<file path="config.mk">
export PLATFORM = sky130hd
export DESIGN_NAME = reg_dump
export DESIGN_NICKNAME = d
export VERILOG_FILES = /design/src/rtl/reg_dump.sv
export SDC_FILE = /design/constraint.sdc
export NUM_CORES = 1
export LEC_CHECK = 0
export CAP_MARGIN = 10
export CORE_ASPECT_RATIO = 1.2
export CORE_MARGIN = 4
export CORE_UTILIZATION = 40
export CTS_CLUSTER_DIAMETER = 60
export CTS_CLUSTER_SIZE = 40
export DETAILED_ROUTE_END_ITERATION = 7
export PLACE_DENSITY = 0.76
export REMOVE_ABC_BUFFERS = 1
export SETUP_SLACK_MARGIN = 0.3
export SLEW_MARGIN = 20
export SYNTH_ARGS = -nofsm -noshare
export SYNTH_HDL_FRONTEND = slang
export SYNTH_SLANG_ARGS = --single-unit
</file>
<file path="constraint.sdc">
create_clock -name clk -period 1.8 [get_ports clk]
set_input_delay 0.27 -clock clk [delete_from_list [all_inputs] [get_ports clk]]
set_output_delay 0.27 -clock clk [all_outputs]
set_load 0.05 [all_outputs]
</file>
<file path="src/rtl/reg_dump.sv">
// Register-file dump engine: walks first_idx..last_idx through a synchronous
// read port and presents each value on a valid/ready stream.
module reg_dump #(
  parameter int unsigned DW = 32,
  parameter int unsigned AW = 5
) (
  input  logic          clk,
  input  logic          rst,
  input  logic          start,
  input  logic [AW-1:0] first_idx,
  input  logic [AW-1:0] last_idx,
  output logic [AW-1:0] ra,
  input  logic [DW-1:0] rdata,
  output logic          out_valid,
  input  logic          out_ready,
  output logic [DW-1:0] out_data,
  output logic [AW-1:0] out_idx,
  output logic          busy,
  output logic          done
);

  typedef enum logic [2:0] {
    IDLE,
    ISSUE,
    FETCH,
    SEND,
    DONE
  } state_t;

  state_t        state;
  logic [AW-1:0] idx;
  logic [AW-1:0] last_q;

  // ra, busy and done are registered alongside the state transition so that
  // every output comes straight from a flop.
  always_ff @(posedge clk) begin
    if (rst) begin
      state     <= IDLE;
      idx       <= '0;
      last_q    <= '0;
      ra        <= '0;
      out_valid <= 1'b0;
      out_data  <= '0;
      out_idx   <= '0;
      busy      <= 1'b0;
      done      <= 1'b0;
    end else begin
      done <= 1'b0;
      case (state)
        IDLE: begin
          if (start) begin
            busy <= 1'b1;
            if (first_idx <= last_idx) begin
              idx    <= first_idx;
              last_q <= last_idx;
              ra     <= first_idx;
              state  <= ISSUE;
            end else begin
              done  <= 1'b1;
              state <= DONE;
            end
          end
        end
        ISSUE: state <= FETCH;
        FETCH: begin
          out_data  <= rdata;
          out_idx   <= idx;
          out_valid <= 1'b1;
          state     <= SEND;
        end
        SEND: begin
          if (out_ready) begin
            out_valid <= 1'b0;
            // Compare before incrementing so last_idx = 2**AW-1 never wraps.
            if (idx == last_q) begin
              ra    <= '0;
              done  <= 1'b1;
              state <= DONE;
            end else begin
              idx   <= idx + 1'b1;
              ra    <= idx + 1'b1;
              state <= ISSUE;
            end
          end
        end
        DONE: begin
          busy  <= 1'b0;
          state <= IDLE;
        end
        default: begin
          busy  <= 1'b0;
          ra    <= '0;
          state <= IDLE;
        end
      endcase
    end
  end

endmodule

</file>
==> run metrics <==
GRT Total Usage=0.197; Post-Route WL=7470 um; final number of hold-violating endpoints=0; WS Path Type=flip-flop to flip-flop; die area=0.00747 mm^2; vias in the first global route=2507; area leader, netlist=dfxtp_1; final worst-path cycle share=0.920; Core Footprint=0.00601 mm^2; min cycle time layout=1.66 ns; clk slew on worst S/H paths=0.07 ns; met1 WL=2860 um; Top Layer Used=met4; Detail Route Antenna Nets=0; crit path to=idx[0]; IO Pins=91; DRT Pass-1 Iters=4; DRC=0; Final setup viols=0; top_reg_cell synth=dfxtp_1; R2R Setup Slk=0.14 ns; Slew Limit Fails=0; Mapped Cells=296; clk sinks=58; Final Wtd Congestion=0.827; grt total ovfl=0; Post-synth EDFFs=0; measured slew at the worst slew-check pin=0.664 ns; Post-Syn Area=0.00246 mm^2; Post-DP HPWL=4750 um; Worst setup EP type=flip-flop; met2 wire length=4070 um; Max Cap Viol=0; PwrDens=1070 mW/mm^2; via/cell ratio=5.03; fmax=604 MHz; LEAKAGE=1.72 nW; Place WS=-0.562 ns; RSZ-0062 raised after global routing=true; Rows=31; reg2reg path depth=6; top cell type's share of synthesized area=0.472; initial DRC count=106; hold slack=0.169 ns; worst-path fanout max=3; register area share after synthesis=0.472; synth top area cells=dfxtp_1 (47%), nand2_1 (12%), a21oi_1 (9.0%); Max Clock Skew=0.00900 ns; ys async rst share=0; Power Total=4.36 mW; initial antenna violation count=0; HP Class=input pin to flip-flop; Worst VDD drop=683 uV; die height=93.9 um; Port Buf Inserts=90; Die X=79.6 um; largest net degree at the start of global routing=39; arrival time worst endpoint=1.85 ns; worst setup path startpoint=state[1]; Syn Area/Cell=8.31 um^2; Synth cell types=42; DR vias=2525; Worst Setup Start Kind=flip-flop; area grow syn2layout=65.8%; CTS tree=done; ANT cells=0; Routed met3 length=396 um; run status=finished, final reports clean; worst rel slew slack=0.558; Critical R2R Launch=state[1]; NumNets Final=467; Worst Path Required=1.99 ns; worst setup margin=0.145 ns; CTS buffer count=9; Yosys Warn Count=0; share of cells above drive strength 1=0.279; worst reg2reg endpoint=idx[0]; routed length per placed instance=14.9 um; first-pass GRT wire length=11400 um; #FFs+latches synth=58; H-tree Lvls=3; clock buffer depth=2; starting density of the core=0.409; CTS Root Cell=clkbuf_8; clock latency at the later pin of the worst-skew pair=0.33 ns
==> logic make-up after synthesis <==
logic type	synth area share
AND/OR/NAND/NOR	0.215
AO/OA/AOI/OAI	0.169
flip-flops	0.472
buffers and inverters	0.0453
multiplexers	0.0387
XOR/XNOR	0.0285
adder cells (fa/ha/maj)	0.0305
==> worst min-delay path by stage <==
stage	from	end	slack (ns)	depth (start not counted)
3_5_place_dp	out_data[11]	out_data[11]	0.45	2
2_1_floorplan	rst	out_data[0]	0.34	1
4_1_cts	last_idx[4]	last_q[4]	0.19	3
5_1_grt	last_idx[4]	last_q[4]	0.18	3
6_report	last_idx[4]	last_q[4]	0.17	3
3_3_place_gp	out_data[27]	out_data[27]	0.44	2
==> layout make-up <==
type                            instances  area (um^2)
Clock inverter                          5         77.6
Sequential cell                        58         1170
Multi-Input combinational cell        211         1420
Timing Repair Buffer                  123         1120
Fill cell                             482         1940
Inverter                               12         45.0
Tap cell                               82          103
Clock buffer                           11          141
==> cells in the final DEF, fill, tap and decap left out, types with 5 or more instances in the layout <==
cell / netlist / layout
clkdlybuf4s15_1: 0 / 12
dfxtp_2: 0 / 6
inv_1: 12 / 8
buf_4: 0 / 29
mux2i_1: 8 / 8
clkbuf_2: 1 / 5
a21oi_1: 44 / 41
clkbuf_8: 0 / 10
dfxtp_1: 58 / 52
clkdlybuf4s50_1: 0 / 33
xor2_1: 7 / 6
nand2_1: 81 / 80
nor2_1: 16 / 14
buf_2: 1 / 6
nand2b_1: 6 / 5
nand3_1: 6 / 5
buf_6: 1 / 14
dlygate4sd2_1: 0 / 21
==> power by group <==
| part | switching (mW) | internal [mW] | total (mW) |
|---|---|---|---|
| logic | 0.881 | 0.662 | 1.54 |
| clock network | 0.512 | 0.813 | 1.33 |
| registers | 0.0814 | 1.41 | 1.49 |
| total | 1.47 | 2.89 | 4.36 |
==> per-stage QoR <==
stage,cells,util,area (um^2),TNS [ns]
after floorplan,281,-,2390,-8.20
after global placement,476,0.593,3570,-7.49
after detailed placement,476,0.593,3570,-8.30
after CTS,497,0.656,3950,0
after global routing,502,0.678,4080,0
final,502,0.678,4080,0
==> synth_stat cells, types with 4 or more instances <==
| master | number |
|---|---|
| a21oi_1 | 44 |
| clkbuf_1 | 11 |
| dfxtp_1 | 58 |
| ha_1 | 6 |
| inv_1 | 12 |
| mux2i_1 | 8 |
| nand2_1 | 81 |
| nand2b_1 | 6 |
| nand3_1 | 6 |
| nor2_1 | 16 |
| o32ai_1 | 4 |
| xor2_1 | 7 |
==> flip-flops by register name, indices dropped and copies added (netlist names) <==
name,count
done,1
last_q,5
out_idx,5
out_valid,1
idx,5
state,3
ra,5
busy,1
out_data,32
==> metal layers <==
layer  vias up  GRT usage
met5         -          0
met4         0     0.0845
met2        81      0.375
met1      1193      0.202
li1       1237          -
met3        14     0.0413
==> timing repair <==
item                                   in CTS  in global routing
hold buffers                                0                  0
pin swaps                                  22                 13
resized for setup                         111                 40
buffers inserted                            5                  5
endpoints found under the hold margin       0                  0
setup endpoints to repair                  53                 33
==> critical path, cell delays in order (launching register included) <==
cell,delay (ns)
dfxtp_2,0.33
or3b_4,0.39
a21o_1,0.20
a31oi_4,0.21
buf_6,0.14
a311o_1,0.17
o41ai_2,0.07
Power figures use the tool's default switching activity.
